**src/rtl/led_pwm_pkg.sv**
```systemverilog
// Shared definitions for the multi-channel LED PWM driver: channel modes and ui_in field layout.
package led_pwm_pkg;

  localparam int MODE_W = 2;

  typedef enum logic [MODE_W-1:0] {
    MODE_OFF   = 2'b00,
    MODE_PWM   = 2'b01,
    MODE_INV   = 2'b10,
    MODE_BLINK = 2'b11
  } mode_e;

  localparam int UI_ADDR_LO = 0;
  localparam int UI_ADDR_HI = 2;
  localparam int UI_MODE_LO = 3;
  localparam int UI_MODE_HI = 4;
  localparam int UI_EN      = 5;
  localparam int UI_STROBE  = 7;

endpackage

```
**src/rtl/led_pwm_channel.sv**
```systemverilog
// One LED channel: shadow/active duty, mode register and the compare that yields its output bit.
module led_pwm_channel
  import led_pwm_pkg::*;
#(
  parameter int PWM_W = 8
) (
  input  logic             clk,
  input  logic             rst_n,
  input  logic             we,
  input  logic             wrap,
  input  logic [PWM_W-1:0] duty,
  input  mode_e            mode_in,
  input  logic [PWM_W-1:0] pwm_cnt,
  input  logic             blink_q,
  output logic             out
);

  logic [PWM_W-1:0] shadow_duty;
  logic [PWM_W-1:0] active_duty;
  mode_e            mode;
  logic             below;

  // NOTE: these are a handful of flops, not a RAM, so every one gets a reset value.
  always_ff @(posedge clk) begin
    if (!rst_n) begin
      shadow_duty <= '0;
      active_duty <= '0;
      mode        <= MODE_OFF;
    end else begin
      if (we) begin
        shadow_duty <= duty;
        mode        <= mode_in;
      end
      // A write landing on the wrap edge is not seen here until the following wrap.
      if (wrap) active_duty <= shadow_duty;
    end
  end

  assign below = (pwm_cnt < active_duty);

  // NOTE: out is assigned before the case so no path leaves it unassigned (no latch).
  always_comb begin
    out = 1'b0;
    unique case (mode)
      MODE_OFF:   out = 1'b0;
      MODE_PWM:   out = below;
      MODE_INV:   out = ~below;
      MODE_BLINK: out = blink_q & (active_duty != '0);
      default:    out = 1'b0;
    endcase
  end

endmodule

```
**src/rtl/tt_um_led_pwm_jellyant.sv**
```systemverilog
// Tiny Tapeout top: strobe-written per-channel LED registers driving uo_out with PWM/INV/BLINK.
module tt_um_led_pwm_jellyant
  import led_pwm_pkg::*;
#(
  parameter int CH    = 8,
  parameter int PWM_W = 8,
  parameter int PRESC = 4
) (
  input  logic       clk,
  input  logic       rst_n,
  input  logic       ena,
  input  logic [7:0] ui_in,
  input  logic [7:0] uio_in,
  output logic [7:0] uo_out,
  output logic [7:0] uio_out,
  output logic [7:0] uio_oe
);

  localparam int                 PRESC_W    = (PRESC > 1) ? $clog2(PRESC) : 1;
  localparam logic [PRESC_W-1:0] PRESC_LAST = PRESC_W'(PRESC - 1);
  localparam logic [PWM_W-1:0]   CNT_MAX    = '1;

  logic               strobe_q;
  logic [PRESC_W-1:0] presc;
  logic [PWM_W-1:0]   pwm_cnt;
  logic               blink_q;
  logic [7:0]         uo_q;
  logic [7:0]         ch_out;
  logic [CH-1:0]      ch_bits;
  logic               write;
  logic               tick;
  logic               wrap;
  logic [2:0]         addr;
  mode_e              mode_in;
  logic               unused_ok;

  assign write   = ui_in[UI_STROBE] & ~strobe_q;
  assign tick    = (presc == PRESC_LAST);
  assign wrap    = tick & (pwm_cnt == CNT_MAX);
  assign addr    = ui_in[UI_ADDR_HI:UI_ADDR_LO];
  assign mode_in = mode_e'(ui_in[UI_MODE_HI:UI_MODE_LO]);

  // Addresses at or above CH match no channel, so those writes fall away.
  for (genvar i = 0; i < CH; i++) begin : g_ch
    led_pwm_channel #(.PWM_W(PWM_W)) u_ch (
      .clk     (clk),
      .rst_n   (rst_n),
      .we      (write && (addr == 3'(i))),
      .wrap    (wrap),
      .duty    (uio_in[PWM_W-1:0]),
      .mode_in (mode_in),
      .pwm_cnt (pwm_cnt),
      .blink_q (blink_q),
      .out     (ch_bits[i])
    );
  end

  always_comb begin
    ch_out          = '0;
    ch_out[CH-1:0]  = ch_bits;
  end

  // NOTE: sequential state uses non-blocking assignments so every flop samples pre-edge values.
  always_ff @(posedge clk) begin
    if (!rst_n) begin
      strobe_q <= 1'b1;  // a strobe held high through reset must not count as a write
      presc    <= '0;
      pwm_cnt  <= '0;
      blink_q  <= 1'b0;
      uo_q     <= '0;
    end else begin
      strobe_q <= ui_in[UI_STROBE];
      presc    <= tick ? '0 : presc + 1'b1;
      if (tick) pwm_cnt <= pwm_cnt + 1'b1;
      if (wrap) blink_q <= ~blink_q;
      uo_q     <= ui_in[UI_EN] ? ch_out : '0;
    end
  end

  assign uo_out    = uo_q;
  assign uio_out   = '0;
  assign uio_oe    = '0;
  assign unused_ok = &{1'b0, ena, ui_in[6], uio_in};

endmodule

```
**config.mk**
```make
export PLATFORM = sky130hd
export DESIGN_NAME = tt_um_led_pwm_jellyant
export DESIGN_NICKNAME = d
export VERILOG_FILES = /design/src/rtl/led_pwm_pkg.sv /design/src/rtl/led_pwm_channel.sv /design/src/rtl/tt_um_led_pwm_jellyant.sv
export SDC_FILE = /design/constraint.sdc
export NUM_CORES = 1
export LEC_CHECK = 0
export CAP_MARGIN = 20
export CORE_UTILIZATION = 44
export CTS_CLUSTER_SIZE = 30
export DETAILED_ROUTE_END_ITERATION = 8
export GPL_TIMING_DRIVEN = 0
export PLACE_DENSITY = 0.7
export RECOVER_POWER = 100
export SLEW_MARGIN = 40
export SYNTH_ARGS = -nofsm -noshare
export SYNTH_HDL_FRONTEND = slang
export SYNTH_SLANG_ARGS = --single-unit
```
**constraint.sdc**
```tcl
create_clock -name clk -period 3.8 [get_ports clk]
set_input_delay 1.14 -clock clk [delete_from_list [all_inputs] [get_ports clk]]
set_output_delay 1.14 -clock clk [all_outputs]
set_load 0.05 [all_outputs]
```
==> results.py <==
metrics = {
    "final_layout": {
        "n_fill_cell": 1642,
        "diodes": 0,
        "syn2layout_area_growth_pct": 13.44,
        "layout-drive-gt1-share": 0.06745,
        "fin_cells": 1159,
        "nets": 1000,
    },
    "synthesis": {
        "ys_types": 41,
        "synth_edf_count": 0,
        "yosys_register_bits": 164,
        "synth_area_um2": 7989,
        "synth.area.top_cells": "dfxtp_1 (41%), mux2i_1 (11%), ha_1 (9.1%)",
        "synth.yosys.seq_area_share": 0.4110,
        "ys_async_sr_fraction": 0,
        "synth-main-ff-cell": "dfxtp_1",
        "syn_inst": 875,
        "syn_avg_cell_area_um2": 9.130,
        "synth.largest_area_cell": "dfxtp_1",
        "ys_warn_count": 0,
        "yosysTopAreaCellShare": 0.4110,
    },
    "critical_path": {
        "cp-end-kind": "register",
        "arrival_ns": 3.29,
        "crit_required_ns": 4.12,
        "critical_path_buf_inv_count": 2,
        "startpoint": "ui_in[7]",
        "path_delay_family": "buffers and inverters",
        "r2r_cells": 8,
        "regToRegEndpoint": "g_ch[7].u_ch.active_duty[7]",
        "slowest_delay_ns": 0.60,
        "crit_type": "in2reg",
        "worstReg2RegStart": "pwm_cnt[1]",
        "worstSetupEndpoint": "g_ch[3].u_ch.shadow_duty[3]",
        "path_depth": 6,
        "cp-start-kind": "input port",
        "slowest_stage": "dlygate4sd3_1",
        "r2r_slack_ns": 0.87,
        "crit_fanout": 10,
        "path_cells": "dlygate4sd3_1, nor3b_1, and3_1, clkbuf_1, mux2i_1, nor2b_1",
    },
    "timing": {
        "hold_viol_final": 0,
        "period_needed_ns": 2.975,
        "tightest_slew_ns": 0.8578,
        "setup_viol": 0,
        "maxSlewViolCount": 0,
        "fmax_mhz": 336.1,
        "setup_tns_ns": 0,
        "timing.hold.ws_ns": 0.4320,
        "rsz0062_at_grt": "false",
        "fin_skew_ns": 0.008784,
        "slew_headroom": 0.4274,
        "period_share": 0.7829,
        "worst_slack_ns": 0.8248,
    },
    "placement": {
        "post-place-ws_ns": 0.6293,
        "io_buffer_count": 14,
        "place_inst": 1129,
        "gp_congestion": 0.8685,
        "dp_hpwl_um": 12800,
    },
    "grt": {
        "overflow": 0,
        "grt_pass1_wl_um": 30730,
        "grt_use_total": 0.2237,
        "antenna_found_initial": 0,
        "grt_pass1_vias": 5623,
        "grt_max_degree": 17,
    },
    "routing": {
        "drtIter0Drc": 303,
        "num_vias": 5881,
        "drtAntennaViolNets": 0,
        "vias_per_cell": 5.074,
        "drt_first_pass_iters": 5,
        "routed_wl_um": 19200,
        "drc_errors": 0,
        "routedWlPerCell_um": 16.57,
    },
    "die": {
        "row_count": 48,
        "core_area_um2": 17540,
        "initial_core_util": 0.4556,
        "ios": 43,
        "die_h_um": 136.7,
        "die_x_um": 136.7,
        "die_area_um2": 18700,
    },
    "clocking": {
        "cts_setup_buffers": 0,
        "cts.sinks": 164,
        "cts_buffers": 17,
        "h-tree-depth": 4,
        "clockBufferDepth": 2,
        "cts_tree": "built",
        "cts_root_buf": "clkbuf_16",
        "clkTransAtPathRegs_ns": 0.06,
        "clkLatencyLatePin_ns": 0.43,
        "ctsHoldBuffers": 0,
        "post_cts_resized": 0,
    },
    "hold_path": {
        "worstHoldStart": "presc[0]",
        "hold_path_class": "reg2reg",
    },
    "power": {
        "power_density_nw_per_um2": 408.5,
        "vdd_drop_max_uv": 353.2,
        "leakage_nw": 3.486,
    },
    "outcome": {
        "status": "complete, no violations",
    },
    "run": {
        "cap_violations": 0,
    },
}
[area by class of cell]
type	instances	area, µm²	share of cell area
repair buffers	14	140.1	0.01546
well taps	225	281.5	0.03106
inverters	60	225.2	0.02485
clock inverters	10	157.7	0.01740
flip-flops and latches	164	3284	0.3624
clock buffers	20	446.7	0.04929
plain buffers	66	322.8	0.03562
multi-input cells	600	4204	0.4639
[cell usage in the layout, fill, tap and decap left out, drive strengths merged, types with 5 or more instances in the layout]
master	netlist	final
a21boi	66	66
a21oi	15	15
a311oi	5	5
and2	6	6
buf	31	23
clkbuf	35	63
conb	1	16
dfxtp	164	164
dlygate4sd3	0	10
ha	58	58
inv	60	60
mux2i	86	86
nand2	150	150
nand2b	10	10
nand3	10	10
nand4	12	12
nor2	6	6
nor2b	81	81
o21ai	22	22
or4	14	14
[cell usage after synthesis, types with 5 or more instances]
cell and n:
o21ai_0 22, nor2_1 5, mux2i_1 86, buf_4 16
a21boi_0 66, nand4_1 12, clkbuf_1 35, ha_1 58
nand3_1 10, dfxtp_1 164, nand2_1 150, and2_1 6
nand2b_1 7, a21oi_1 15, a311oi_1 5, or4_1 14
inv_1 60, buf_2 14, nor2b_1 81
[report_power, final]
| part | switching [mW] | total [mW] | leakage [nW] | internal (mW) |
|---|---|---|---|---|
| Sequential | 0.00634 | 1.74 | 1.32 | 1.73 |
| Combinational | 0.118 | 0.183 | 1.88 | 0.0651 |
| Clock | 0.678 | 1.78 | 0.288 | 1.10 |
[sequential cells by signal (all words and copies together) (netlist names)]
name / cells
g_ch.u_ch.active_duty: 64
g_ch.u_ch.shadow_duty: 64
strobe_q: 1
g_ch.u_ch.mode: 16
presc: 2
uo_out: 8
pwm_cnt: 8
blink_q: 1
[per-layer routing]
layer  vias up  global-route usage  wire (µm)
met4         0             0.09198        493
met3        30             0.05000        771
met2       107              0.3711       9054
li1       3015                   -          -
met5         -                   0          0
met1      2729              0.2789       8883
[worst register-to-register path: stages, from the launching register on]
cell and delay, ns:
dfxtp_1 0.84, ha_1 0.32, nand3_1 0.08, nor2_1 0.22
and3_1 0.18, clkbuf_1 0.46, clkbuf_1 0.48, nand2_1 0.10
a21boi_0 0.16
[cells by family (layout without fill, tap and decap cells)]
kind of cell | after synthesis | in the layout | share of synthesized area
simple gates | 305 | 305 | 0.1955
compound gates | 129 | 129 | 0.1181
xor+xnor | 6 | 6 | 0.006578
flops | 164 | 164 | 0.4110
buf+inv | 126 | 170 | 0.06985
other cells | 1 | 16 | 0.0004694
fa+ha+maj | 58 | 58 | 0.09084
mux | 86 | 86 | 0.1078
[how the worst min path moves through the flow]
stage / to / slack, ns / depth (start not counted)
4_1_cts: presc[0] / 0.44 / 1
2_1_floorplan: presc[0] / 0.40 / 1
3_5_place_dp: presc[0] / 0.43 / 1
5_1_grt: presc[0] / 0.45 / 1
6_report: presc[0] / 0.43 / 1
3_3_place_gp: presc[0] / 0.42 / 1
[metrics by stage]
| step | cell area (µm²) | utilization | power (mW) |
|---|---|---|---|
| after floorplan | 8045 | - | 1.901 |
| after global placement | 8467 | 0.4828 | 1.957 |
| after detailed placement | 8467 | 0.4828 | 1.959 |
| after CTS | 9071 | 0.5173 | 3.722 |
| after global routing | 9062 | 0.5168 | 3.814 |
| final | 9062 | 0.5168 | 3.702 |
No activity file was read; power rests on OpenSTA's default activity.
